**src/rtl/iob_eth_dma_buf_if.sv**
```systemverilog
// IOb request/response bundle: the master drives the request fields, the slave
// answers with ready and read data.
interface iob_eth_dma_buf_if #(
  parameter int unsigned ADDR_W = 32,
  parameter int unsigned DATA_W = 32
);
  localparam int unsigned STRB_W = DATA_W / 8;

  logic              valid;
  logic [ADDR_W-1:0] addr;
  logic [DATA_W-1:0] wdata;
  logic [STRB_W-1:0] wstrb;
  logic [DATA_W-1:0] rdata;
  logic              ready;

  modport master (output valid, addr, wdata, wstrb, input rdata, ready);
  modport slave  (input valid, addr, wdata, wstrb, output rdata, ready);
endinterface

```
**src/rtl/iob_eth_dma_buf.sv**
```systemverilog
// Write-posting buffer between the Ethernet DMA port and memory: writes are
// queued and drained in order, reads wait until every posted write has completed.
module iob_eth_dma_buf #(
  parameter int unsigned ADDR_W     = 32,
  parameter int unsigned DATA_W     = 32,
  parameter int unsigned DEPTH_LOG2 = 2
) (
  input  logic                  clk,
  input  logic                  rst,
  iob_eth_dma_buf_if.slave      s_if,
  iob_eth_dma_buf_if.master     m_if,
  output logic [DEPTH_LOG2:0]   level,
  output logic                  idle
);
  localparam int unsigned STRB_W = DATA_W / 8;
  localparam int unsigned DEPTH  = 32'd1 << DEPTH_LOG2;
  localparam int unsigned PTR_W  = DEPTH_LOG2 + 1;

  typedef struct packed {
    logic [ADDR_W-1:0] addr;
    logic [DATA_W-1:0] wdata;
    logic [STRB_W-1:0] wstrb;
  } entry_t;

  typedef enum logic [1:0] {
    ST_IDLE    = 2'd0,
    ST_DRAIN   = 2'd1,
    ST_RD_WAIT = 2'd2,
    ST_RD_RSP  = 2'd3
  } state_t;

  state_t            state_q,   state_d;
  entry_t            mem_q [DEPTH];
  entry_t            mem_d [DEPTH];
  logic [PTR_W-1:0]  wr_ptr_q,  wr_ptr_d;
  logic [PTR_W-1:0]  rd_ptr_q,  rd_ptr_d;
  logic [PTR_W-1:0]  level_q,   level_d;
  logic              m_valid_q, m_valid_d;
  logic [ADDR_W-1:0] m_addr_q,  m_addr_d;
  logic [DATA_W-1:0] m_wdata_q, m_wdata_d;
  logic [STRB_W-1:0] m_wstrb_q, m_wstrb_d;
  logic [DATA_W-1:0] rdata_q,   rdata_d;
  logic              idle_q,    idle_d;

  logic              is_write_c;
  logic              full_c;
  logic              port_free_c;
  logic              push_c;
  logic              pop_c;
  logic              s_ready_c;
  entry_t            head_c;

  // Next-state: FIFO push/pop, memory-port loading and the read sequencer.
  always_comb begin
    state_d   = state_q;
    mem_d     = mem_q;
    wr_ptr_d  = wr_ptr_q;
    rd_ptr_d  = rd_ptr_q;
    m_valid_d = m_valid_q;
    m_addr_d  = m_addr_q;
    m_wdata_d = m_wdata_q;
    m_wstrb_d = m_wstrb_q;
    rdata_d   = rdata_q;

    is_write_c  = s_if.valid && (s_if.wstrb != '0);
    full_c      = (level_q == PTR_W'(DEPTH));
    port_free_c = !m_valid_q || m_if.ready;
    // No acceptance while reset is asserted: the entry would be dropped anyway.
    push_c      = rst && is_write_c && !full_c && (state_q == ST_IDLE);
    pop_c       = port_free_c && (level_q != '0);
    s_ready_c   = push_c || (rst && (state_q == ST_RD_RSP));
    head_c      = mem_q[rd_ptr_q[DEPTH_LOG2-1:0]];

    if (m_valid_q && m_if.ready) begin
      m_valid_d = 1'b0;
    end

    if (push_c) begin
      mem_d[wr_ptr_q[DEPTH_LOG2-1:0]] = '{addr: s_if.addr, wdata: s_if.wdata, wstrb: s_if.wstrb};
      wr_ptr_d = wr_ptr_q + PTR_W'(1);
    end

    if (pop_c) begin
      m_valid_d = 1'b1;
      m_addr_d  = head_c.addr;
      m_wdata_d = head_c.wdata;
      m_wstrb_d = head_c.wstrb;
      rd_ptr_d  = rd_ptr_q + PTR_W'(1);
    end

    level_d = level_q + PTR_W'(push_c) - PTR_W'(pop_c);

    // Pop and read issue are exclusive: a read is only issued once the FIFO is empty.
    case (state_q)
      ST_IDLE: begin
        if (s_if.valid && (s_if.wstrb == '0)) begin
          state_d = ST_DRAIN;
        end
      end
      ST_DRAIN: begin
        if ((level_q == '0) && port_free_c) begin
          m_valid_d = 1'b1;
          m_addr_d  = s_if.addr;
          m_wdata_d = '0;
          m_wstrb_d = '0;
          state_d   = ST_RD_WAIT;
        end
      end
      ST_RD_WAIT: begin
        if (m_valid_q && m_if.ready) begin
          rdata_d = m_if.rdata;
          state_d = ST_RD_RSP;
        end
      end
      ST_RD_RSP: state_d = ST_IDLE;
      default:   state_d = ST_IDLE;
    endcase

    idle_d = (level_d == '0) && !m_valid_d && (state_d == ST_IDLE);
  end

  always_ff @(posedge clk) begin
    if (!rst) begin
      state_q   <= ST_IDLE;
      mem_q     <= '{default: '0};
      wr_ptr_q  <= '0;
      rd_ptr_q  <= '0;
      level_q   <= '0;
      m_valid_q <= 1'b0;
      m_addr_q  <= '0;
      m_wdata_q <= '0;
      m_wstrb_q <= '0;
      rdata_q   <= '0;
      idle_q    <= 1'b1;
    end else begin
      state_q   <= state_d;
      mem_q     <= mem_d;
      wr_ptr_q  <= wr_ptr_d;
      rd_ptr_q  <= rd_ptr_d;
      level_q   <= level_d;
      m_valid_q <= m_valid_d;
      m_addr_q  <= m_addr_d;
      m_wdata_q <= m_wdata_d;
      m_wstrb_q <= m_wstrb_d;
      rdata_q   <= rdata_d;
      idle_q    <= idle_d;
    end
  end

  assign s_if.ready = s_ready_c;
  assign s_if.rdata = rdata_q;
  assign m_if.valid = m_valid_q;
  assign m_if.addr  = m_addr_q;
  assign m_if.wdata = m_wdata_q;
  assign m_if.wstrb = m_wstrb_q;
  assign level      = level_q;
  assign idle       = idle_q;

endmodule
```
**src/flat_wrapper.sv**
```systemverilog
// flat-port wrapper written by rule: the top's interface ports become plain ports
module iob_eth_dma_buf_flat 
#(
  parameter int unsigned ADDR_W     = 32,
  parameter int unsigned DATA_W     = 32,
  parameter int unsigned DEPTH_LOG2 = 2
)
  (clk, rst, level, idle, s_if_valid, s_if_addr, s_if_wdata, s_if_wstrb, s_if_rdata, s_if_ready, m_if_valid, m_if_addr, m_if_wdata, m_if_wstrb, m_if_rdata, m_if_ready);
  iob_eth_dma_buf_if #(.ADDR_W(ADDR_W), .DATA_W(DATA_W)) s_if_i ();
  iob_eth_dma_buf_if #(.ADDR_W(ADDR_W), .DATA_W(DATA_W)) m_if_i ();
  input  logic clk;
  input  logic rst;
  output logic [DEPTH_LOG2:0] level;
  output logic idle;
  input wire logic [$bits(s_if_i.valid)-1:0] s_if_valid;
  input wire logic [$bits(s_if_i.addr)-1:0] s_if_addr;
  input wire logic [$bits(s_if_i.wdata)-1:0] s_if_wdata;
  input wire logic [$bits(s_if_i.wstrb)-1:0] s_if_wstrb;
  output wire logic [$bits(s_if_i.rdata)-1:0] s_if_rdata;
  output wire logic [$bits(s_if_i.ready)-1:0] s_if_ready;
  output wire logic [$bits(m_if_i.valid)-1:0] m_if_valid;
  output wire logic [$bits(m_if_i.addr)-1:0] m_if_addr;
  output wire logic [$bits(m_if_i.wdata)-1:0] m_if_wdata;
  output wire logic [$bits(m_if_i.wstrb)-1:0] m_if_wstrb;
  input wire logic [$bits(m_if_i.rdata)-1:0] m_if_rdata;
  input wire logic [$bits(m_if_i.ready)-1:0] m_if_ready;
  assign s_if_i.valid = s_if_valid;
  assign s_if_i.addr = s_if_addr;
  assign s_if_i.wdata = s_if_wdata;
  assign s_if_i.wstrb = s_if_wstrb;
  assign s_if_rdata = s_if_i.rdata;
  assign s_if_ready = s_if_i.ready;
  assign m_if_valid = m_if_i.valid;
  assign m_if_addr = m_if_i.addr;
  assign m_if_wdata = m_if_i.wdata;
  assign m_if_wstrb = m_if_i.wstrb;
  assign m_if_i.rdata = m_if_rdata;
  assign m_if_i.ready = m_if_ready;
  iob_eth_dma_buf #(.ADDR_W(ADDR_W), .DATA_W(DATA_W), .DEPTH_LOG2(DEPTH_LOG2)) u_core (.clk(clk), .rst(rst), .s_if(s_if_i), .m_if(m_if_i), .level(level), .idle(idle));
endmodule
```
**config.mk**
```make
export PLATFORM = sky130hd
export DESIGN_NAME = iob_eth_dma_buf_flat
export DESIGN_NICKNAME = d
export VERILOG_FILES = /design/src/rtl/iob_eth_dma_buf_if.sv /design/src/rtl/iob_eth_dma_buf.sv /design/src/flat_wrapper.sv
export SDC_FILE = /design/constraint.sdc
export NUM_CORES = 1
export LEC_CHECK = 0
export ABC_AREA = 1
export CORE_ASPECT_RATIO = 0.8
export CORE_MARGIN = 2
export CORE_UTILIZATION = 35
export CTS_CLUSTER_SIZE = 16
export DETAILED_ROUTE_END_ITERATION = 8
export PLACE_DENSITY_LB_ADDON = 0.08
export SLEW_MARGIN = 20
export SYNTH_ARGS = -nofsm -noshare
export SYNTH_HDL_FRONTEND = slang
export SYNTH_SLANG_ARGS = --single-unit
```
**constraint.sdc**
```tcl
create_clock -name clk -period 3.05 [get_ports clk]
set_input_delay 0.305 -clock clk [delete_from_list [all_inputs] [get_ports clk]]
set_output_delay 0.305 -clock clk [all_outputs]
set_load 0.01 [all_outputs]
```
==> flow_summary_export.csv, run 1 <==
group,metric,value,unit
worst_setup_path,worstSetupPathType,"reg2out",
detailed_routing,drc,0,
cts,cts-root-buf,"clkbuf_16",
finish,drive_gt1_share,4.156,%
worst_setup_path,cpLargestDelayFamily,"buffers and inverters",
global_routing,grt.met1_usage,28.35,%
worst_setup_path,cpMostUsedCell,"nand2_1",
detailed_routing,drt-vias-per-instance,4.583,
timing,setup_tns,0,ps
timing,clock_skew,15.70,ps
worst_setup_path,required,2740,ps
floorplanning,core-area,53540,sq um
yosys,synth_top_cell_area_share,40.62,%
worst_setup_path,critPathMaxFanout,19,
timing,slew_headroom,25.28,%
yosys,synth_cell_types,24,
finish,diodes,0,
timing,setup_viol,0,
detailed_routing,ant_nets,0,
global_routing,use_met2,34.03,%
detailed_routing,wl_per_cell,14.89,microns
cts,clock_path_buffers,3,
cts,cts_max_level,2,
worst_setup_path,start_kind,"register",
cts,cts_setup_buffers,0,
placed_design,hpwl,30980,microns
detailed_routing,initialDrtViolationCount,1080,
cts,worstSkewPairLatency,580,ps
detailed_routing,via_count,17770,
worst_setup_path,critPathArrivalTime,2410,ps
timing,fmax,368.6,MHz
worst_setup_path,cpPeakStageDelay,610,ps
global_routing,met3_usage,2.989,%
timing,period_minus_slack,2713,ps
detailed_routing,wl,57740,microns
yosys,syn-num-nets,3165,
timing,worst_pin_slew,1121,ps
yosys,ys_seq_area_share,40.62,%
yosys,synth_area_per_cell,6.181,sq um
floorplanning,die_h,211.7,microns
global_routing,grt_pass1_vias,16820,
cts,tritoncts,"yes",
detailed_routing,dr.pass1.iters,6,
timing,fin_crit_sh,88.96,%
global_routing,grt_max_degree,187,
yosys,syn_area,18880,sq um
finish,syn_to_final_growth,21.34,%
global_routing,grt_pass1_wl,92470,microns
floorplanning,start_util,35.26,%
floorplanning,io_pins,210,
cts,clkTransAtPathRegs,60,ps
yosys,ys_ff_latch,383,
power,powerDensity,750.3,nW/um^2
floorplanning,die_area,55820,sq um
timing,slew_violations,0,
placed_design,place_congestion,0.7449,
yosys,yosysTopAreaCell,"dfxtp_1",
flow_run,maxCapViolCount,0,
floorplanning,fp.dieW,263.7,microns
hold_path,hold_path_class,"in2reg",
finish,finalNonFillerCells,3878,
placed_design,placed_cells,3795,
power,ir_drop,549.7,uV
global_routing,gr-total-overflow,0,
worst_setup_path,crit_path_end_kind,"output pin",
yosys,synth_warnings,0,
status,status,"completed",
worst_setup_path,r2r_slack,760,ps
worst_setup_path,crit_slowest_cell,"clkdlybuf4s50_1",
yosys,synth.area.top_cells,"dfxtp_1 (41%), nand2_1 (14%), inv_1 (12%)",
cts,cts.sinks,383,
cts,cts_buffers,45,
power,power_leakage,10.64,nW
yosys,syn-instance-count,3054,
worst_setup_path,crit_chain,"nor2_1 -> nand2_1 -> nand2_1 -> nor2_4 -> buf_6 -> inv_1 -> o31ai_1 -> clkdlybuf4s50_1",
worst_setup_path,crit_buf_inv,3,
placed_design,port_buffers,209,
timing,rsz0062_at_grt,"no",
global_routing,track_usage,20.61,%
global_routing,antenna_found_initial,0,
floorplanning,rows,76,
finish,final_nets,3252,
timing,finalHoldViolCount,0,
global_routing,top_usage_layer,"met2",
-- state kept, by name (all words and copies together), names as in the netlist, 2 cells and up --
name               flops
u_core.level           3
u_core.m_if.addr      32
u_core.m_if.wdata     32
u_core.m_if.wstrb      4
u_core.mem_q         272
u_core.rd_ptr_q        2
u_core.s_if.rdata     32
u_core.state_q         2
u_core.wr_ptr_q        2
-- report_power, final --
part / total [mW] / internal [mW] / switching (mW)
registers: 6.11 / 5.64 / 0.461
clock network: 5.46 / 3.21 / 2.24
logic: 5.63 / 2.06 / 3.57
total: 17.2 / 10.9 / 6.27
-- final cells by class --
type	instances	area (sq um)
Fill cell	5521	30630
Multi-Input combinational cell	1830	7974
Sequential cell	383	7675
Timing Repair Buffer	241	2491
Inverter	640	2402
Clock buffer	69	1389
Tap cell	702	878.3
Clock inverter	13	97.59
-- tightest hold or removal path: cells and delay by family --
family	cells	cell delay [ps]
buf+inv	2	220
simple gates	1	120
-- worst paths after layout --
path,startpoint,endpoint,depth (start not counted)
worst max-delay path,u_core.level[1]$_SDFF_PN0_,s_if_ready,8
worst min-delay path,rst,u_core.level[1]$_SDFF_PN0_,3
worst max register to register,u_core.level[1]$_SDFF_PN0_,u_core.idle$_SDFF_PN1_,15
worst min register to register,u_core.s_if.rdata[10]$_SDFFE_PN0P_,u_core.s_if.rdata[10]$_SDFFE_PN0P_,2
-- cells in the final DEF, fill, tap and decap left out, types with 5 or more instances in the layout --
cell type	Yosys	routed
inv_2	9	12
clkbuf_8	0	13
clkbuf_16	0	47
nor2_1	423	423
dfxtp_1	383	381
clkdlybuf4s50_1	0	208
buf_12	0	12
a21oi_1	154	154
o21ai_0	184	184
nand2_4	0	5
nand2_1	701	699
buf_4	25	19
inv_1	628	628
clkbuf_1	100	9
clkinv_2	0	10
o21ai_1	18	18
nand3_1	311	311
o211ai_1	22	22
-- layer usage --
metal	up-vias	routed length (microns)
li1	9301	-
met1	7999	28070
met2	395	25750
met3	79	2775
met4	0	1149
met5	-	0
-- logic make-up (layout without fill, tap and decap cells) --
logic type,count (synthesis),after routing,synth area share [%]
compound gates,380,380,10.39
xor+xnor,1,1,0.04640
fa+ha+maj,7,7,0.5037
buf+inv,841,963,17.62
flops,383,383,40.62
simple gates,1442,1442,30.83
-- cell usage after synthesis --
library cell and instances:
clkbuf_1 100, nor2_1 423, o21ai_0 184, nor2_2 3, clkinv_1 3, buf_4 25, dfxtp_1 383, xor2_1 1
inv_2 9, o211ai_1 22, buf_1 40, o31ai_1 1, nand3_1 311, fa_1 1, buf_2 31, o21ai_1 18
inv_1 628, buf_6 5, a31oi_1 1, nand2_1 701, nand2_2 3, ha_1 6, and2_1 1, a21oi_1 154
-- what timing repair did --
action | 4_1_cts | 5_1_grt
endpoints found under the setup margin | 0 | 1
hold buffers | 0 | 0
hold endpoints to repair | 0 | 0
resized for setup | 0 | 1
-- per-stage QoR --
stage	total power, mW	instance area (sq um)	utilization (%)	hold WS, ps	setup WS, ps
floorplan	9.521	18880	-	471.7	486.4
global placement	11.82	21400	39.97	464.5	461.2
detailed placement	11.87	21400	39.97	472.7	446.0
CTS	17.41	22880	42.74	63.09	194.9
global route	18.32	22910	42.79	89.27	80.20
finish	17.19	22910	42.79	111.2	336.7
No activity file was read; power rests on OpenSTA's default activity.
==> run 2, diff against run 1 <==
--- a/config.mk
+++ b/config.mk
@@ -9,8 +9,10 @@
 export CORE_ASPECT_RATIO = 0.8
 export CORE_MARGIN = 2
 export CORE_UTILIZATION = 35
+export CTS_CLUSTER_DIAMETER = 200
 export CTS_CLUSTER_SIZE = 16
 export DETAILED_ROUTE_END_ITERATION = 8
+export HOLD_SLACK_MARGIN = 0.08
 export PLACE_DENSITY_LB_ADDON = 0.08
 export SLEW_MARGIN = 20
 export SYNTH_ARGS = -nofsm -noshare
==> run 2 against run 1 <==
Against the previous run:
- global-route usage down 0.31 points
- sequential share of layout area is 1.2 points higher
- non-clock buffer count increased by 1
- routed wire length decreased by 0.95%
- core utilization is 1.5 points lower
- combinational power is essentially flat
- count of clock-buffer cells in the layout decreased by 40
==> flow_summary_export.csv, run 2 (synthesized netlist as in run 1, its figures left out) <==
group,metric,value,unit
global_routing,grt_max_degree,187,
finish,diodes,0,
detailed_routing,wl_per_cell,14.95,microns
finish,layout_commonest_cell,"nand2_1",
detailed_routing,ant_nets,0,
worst_setup_path,crit_end,"s_if_ready",
timing,finalHoldViolCount,0,
cts,cts_max_level,1,
finish,drive_gt1_share,2.753,%
timing,worst_pin_slew,1136,ps
detailed_routing,wl,57190,microns
worst_setup_path,reg2reg_to,"u_core.idle$_SDFF_PN1_",
placed_design,dpl_cell_area,21400,sq um
finish,largest_reg_flops,272,
timing,slew_violations,0,
floorplanning,io_pins,210,
worst_setup_path,r2r_slack,760,ps
detailed_routing,drc,0,
worst_setup_path,worstSetupStartpoint,"u_core.level[1]$_SDFF_PN0_",
floorplanning,die_area,55820,sq um
floorplanning,start_util,35.26,%
worst_setup_path,crit_path_end_kind,"output pin",
timing,finalWorstSetupSlack,335.6,ps
placed_design,dp_slack,446.0,ps
cts,cts_buffers,27,
timing,period_minus_slack,2714,ps
worst_setup_path,crit_slowest_cell,"clkdlybuf4s50_1",
finish,final_nets,3235,
floorplanning,die_h,211.7,microns
detailed_routing,dr.pass1.iters,5,
timing,rsz0062_at_grt,"no",
timing,whs,365.1,ps
global_routing,gr-total-overflow,0,
cts,clock_path_buffers,3,
status,status,"completed",
flow_run,maxCapViolCount,0,
floorplanning,fp.dieW,263.7,microns
finish,top_register,"u_core.mem_q",
hold_path,hold_path_class,"in2reg",
timing,slew_headroom,24.29,%
floorplanning,core-area,53540,sq um
worst_setup_path,critPathArrivalTime,2410,ps
worst_setup_path,crit_chain,"nor2_1 -> nand2_1 -> nand2_1 -> nor2_4 -> buf_6 -> inv_1 -> o31ai_1 -> clkdlybuf4s50_1",
floorplanning,rows,76,
worst_setup_path,cpMostUsedCell,"nand2_1",
worst_setup_path,r2r_cells,15,
placed_design,hpwl,30980,microns
worst_setup_path,critPathMaxFanout,19,
finish,finalNonFillerCells,3826,
cts,worstSkewPairLatency,570,ps
timing,fin_crit_sh,89.00,%
worst_setup_path,start_kind,"register",
cts,clkTransAtPathRegs,80,ps
detailed_routing,initialDrtViolationCount,997,
timing,setup_tns,0,ps
global_routing,antenna_found_initial,0,
timing,setup_viol,0,
finish,finalInstanceArea,22110,sq um
detailed_routing,via_count,17640,
worst_setup_path,rr_startpoint,"u_core.level[1]$_SDFF_PN0_",
cts,cts-root-buf,"clkbuf_16",
global_routing,grt_pass1_vias,16650,
worst_setup_path,worstSetupPathType,"reg2out",
power,ir_drop,493.4,uV
finish,syn_to_final_growth,17.14,%
cts,tritoncts,"yes",
power,power_leakage,10.23,nW
worst_setup_path,cpPeakStageDelay,620,ps
power,power.total,15.09,mW
finish,layout_common_cells,"nand2_1 (699), inv_1 (628), nor2_1 (423), dfxtp_1 (381), nand3_1 (311)",
global_routing,track_usage,20.30,%
placed_design,placed_cells,3795,
timing,clock_skew,12.76,ps
cts,cts.sinks,383,
power,powerDensity,682.4,nW/um^2
placed_design,port_buffers,209,
worst_setup_path,required,2740,ps
cts,cts_setup_buffers,0,
finish,fin_util,41.31,%
placed_design,place_congestion,0.7449,
timing,fmax,368.4,MHz
global_routing,grt_pass1_wl,91560,microns
detailed_routing,drt-vias-per-instance,4.609,
run 2: area by class of cell:
type / count / area, sq um
fillers: 5585 / 31420
multi-input cells: 1830 / 7974
flip-flops and latches: 383 / 7675
repair buffers: 242 / 2501
inverters: 640 / 2402
well taps: 702 / 878.3
clock buffers: 29 / 683.2
run 2: worst min-delay path by stage:
stage                                       startpoint                                  to  depth (start not counted)
detailed placement  u_core.s_if.rdata[10]$_SDFFE_PN0P_  u_core.s_if.rdata[10]$_SDFFE_PN0P_                          2
CTS                                     m_if_rdata[17]  u_core.s_if.rdata[17]$_SDFFE_PN0P_                          3
global placement    u_core.s_if.rdata[19]$_SDFFE_PN0P_  u_core.s_if.rdata[19]$_SDFFE_PN0P_                          2
finish                                  m_if_rdata[17]  u_core.s_if.rdata[17]$_SDFFE_PN0P_                          3
floorplan                                m_if_rdata[0]   u_core.s_if.rdata[0]$_SDFFE_PN0P_                          2
global route                            m_if_rdata[26]  u_core.s_if.rdata[26]$_SDFFE_PN0P_                          3
run 2: report_power, final:
group	internal, mW	switching (mW)
Sequential	5.64	0.464
Clock	1.57	1.80
Combinational	2.06	3.56
Total	9.27	5.82
run 2: repair_timing:
action	4_1_cts	5_1_grt
gates resized for setup	0	1
hold buffers	1	0
setup endpoints to repair	0	1
endpoints found under the hold margin	1	0
run 2: routing by layer:
layer	routed length (microns)	share of wire (%)	up-vias	global-route usage [%]
met4	1082	1.9	0	4.355
li1	-	-	9226	-
met3	2348	4.1	57	2.059
met5	0	0	-	0
met2	25860	45	359	34.29
met1	27900	49	7993	28.03
run 2: worst max-delay path: cells and delay by family, from the launching register on:
family | cells | cell delay (ps)
AO/OA/AOI/OAI | 1 | 70
buffers and inverters | 3 | 950
AND/OR/NAND/NOR | 4 | 360
flip-flops | 1 | 450
==> run 3, diff against run 2 <==
--- a/config.mk
+++ b/config.mk
@@ -6,11 +6,13 @@
 export NUM_CORES = 1
 export LEC_CHECK = 0
 export ABC_AREA = 1
+export CELL_PAD_IN_SITES_DETAIL_PLACEMENT = 2
+export CELL_PAD_IN_SITES_GLOBAL_PLACEMENT = 2
 export CORE_ASPECT_RATIO = 0.8
 export CORE_MARGIN = 2
-export CORE_UTILIZATION = 35
+export CORE_UTILIZATION = 30
 export CTS_CLUSTER_DIAMETER = 200
-export CTS_CLUSTER_SIZE = 16
+export CTS_CLUSTER_SIZE = 12
 export DETAILED_ROUTE_END_ITERATION = 8
 export HOLD_SLACK_MARGIN = 0.08
 export PLACE_DENSITY_LB_ADDON = 0.08
==> run 3 against run 2 <==
Against the previous run:
- register-to-register slack lost 50 ps
- clock skew grew 9.1 ps
- first-iteration DRC count shrank 40%
- count of clock-buffer cells in the layout grew 10
- largest cell class unchanged
- largest power group is now combinational logic
==> flow_summary_export.csv, run 3 (synthesized netlist as in run 1, its figures left out) <==
group,metric,value,unit
status,status,"completed",
detailed_routing,ant_nets,0,
worst_setup_path,rr_startpoint,"u_core.level[1]$_SDFF_PN0_",
timing,rsz0062_at_grt,"no",
cts,cts_setup_buffers,0,
finish,drive_gt1_share,3.218,%
global_routing,gr-total-overflow,0,
detailed_routing,drt-vias-per-instance,4.772,
finish,top_register,"u_core.mem_q",
finish,final_nets,3248,
detailed_routing,dr.pass1.iters,5,
finish,fillCellCount,7581,
worst_setup_path,crit_path_end_kind,"output pin",
timing,slew_violations,0,
timing,clock_skew,21.87,ps
placed_design,hpwl,43030,microns
detailed_routing,drc,0,
power,powerDensity,724.4,nW/um^2
global_routing,track_usage,22.02,%
finish,largest_reg_flops,272,
cts,cts-root-buf,"clkbuf_16",
worst_setup_path,worstSetupStartpoint,"rst",
power,power.total,16.36,mW
global_routing,grt_pass1_vias,20780,
worst_setup_path,r2r_slack,710,ps
floorplanning,start_util,30.21,%
cts,cts_buffers,37,
floorplanning,io_pins,210,
placed_design,place_congestion,0.7437,
cts,clkTransAtPathRegs,60,ps
finish,layout_common_cells,"nand2_1 (699), inv_1 (627), nor2_1 (423), dfxtp_1 (381), nand3_1 (311)",
hold_path,hp-start,"m_if_rdata[15]",
global_routing,antenna_found_initial,1,
global_routing,grt_max_degree,219,
timing,fin_crit_sh,87.64,%
detailed_routing,via_count,18990,
timing,worst_pin_slew,1043,ps
floorplanning,fp.dieW,284.5,microns
power,power_leakage,10.35,nW
detailed_routing,initialDrtViolationCount,597,
detailed_routing,wl,71700,microns
flow_run,maxCapViolCount,0,
cts,cts.sinks,383,
timing,finalHoldViolCount,0,
hold_path,hold_path_class,"in2reg",
timing,period_minus_slack,2673,ps
floorplanning,die_area,64960,sq um
worst_setup_path,critPathMaxFanout,50,
power,ir_drop,520.5,uV
finish,layout_commonest_cell,"nand2_1",
finish,syn_to_final_growth,19.66,%
global_routing,grt_pass1_wl,114800,microns
placed_design,port_buffers,209,
floorplanning,rows,82,
cts,tritoncts,"yes",
cts,worstSkewPairLatency,570,ps
worst_setup_path,critPathArrivalTime,2370,ps
timing,setup_tns,0,ps
worst_setup_path,required,2740,ps
cts,cts_max_level,2,
detailed_routing,wl_per_cell,18.01,microns
worst_setup_path,start_kind,"input pin",
floorplanning,die_h,228.4,microns
timing,fmax,374.1,MHz
cts,clock_path_buffers,3,
worst_setup_path,worstSetupPathType,"in2out",
timing,slew_headroom,30.50,%
timing,setup_viol,0,
floorplanning,core-area,62480,sq um
## run 3: cell count changes in the layout (fill, tap and decap cells not counted), sizes merged
cell	delta
clkinv	+1
inv	+1
buf	+3
diode	+1
clkbuf	+10
## run 3: critical path: stages
cell	delay, ps
dlygate4sd3_1	560
buf_8	290
inv_1	140
buf_4	190
o31ai_1	220
clkdlybuf4s50_1	640
## run 3: timing repair
item,CTS,global route
gates resized for setup,0,0
endpoints found under the hold margin,2,0
hold buffers,1,0
## run 3: path summary, 6_finish.rpt
kind / end / depth (start not counted)
worst max-delay path: s_if_ready / 6
worst min-delay path: u_core.s_if.rdata[15]$_SDFFE_PN0P_ / 3
worst max register to register: u_core.idle$_SDFF_PN1_ / 15
worst min register to register: u_core.s_if.rdata[26]$_SDFFE_PN0P_ / 2
## run 3: metrics by stage
step	hold slack (ps)	worst slack, ps	util [%]	area (sq um)	std cells
after floorplan	471.7	486.4	-	18880	3054
after global placement	463.2	428.2	34.61	21630	3937
after detailed placement	477.0	391.6	34.61	21630	3937
after CTS	354.7	346.8	36.15	22590	3979
after global routing	394.5	282.0	36.15	22590	3979
final	386.7	377.1	36.15	22590	3980
## run 3: area by class of cell
cell class	instances	area, sq um	area share [%]
Sequential cell	383	7675	33.97
Timing Repair Buffer	245	2545	11.27
Clock inverter	2	17.52	0.07754
Clock buffer	39	933.4	4.132
Antenna cell	1	2.502	0.01108
Tap cell	840	1051	4.652
Multi-Input combinational cell	1830	7964	35.25
Inverter	640	2402	10.63
## run 3: where the power goes
group | leakage, nW | internal (mW) | switching [mW]
logic | 6.77 | 2.12 | 3.99
clock network | 0.467 | 2.16 | 2.07
registers | 3.11 | 5.64 | 0.378
total | 10.3 | 9.93 | 6.43
## run 3: layer usage
metal  global-route usage (%)  routed length (microns)  up-vias  share of wire, %
li1                         -                        -     9258                 -
met1                    28.49                    33730     9496                47
met2                    39.60                    35230      175                49
met3                    2.246                     1643       65               2.3
met4                    4.375                     1092        0               1.5
met5                        0                        0        -                 0
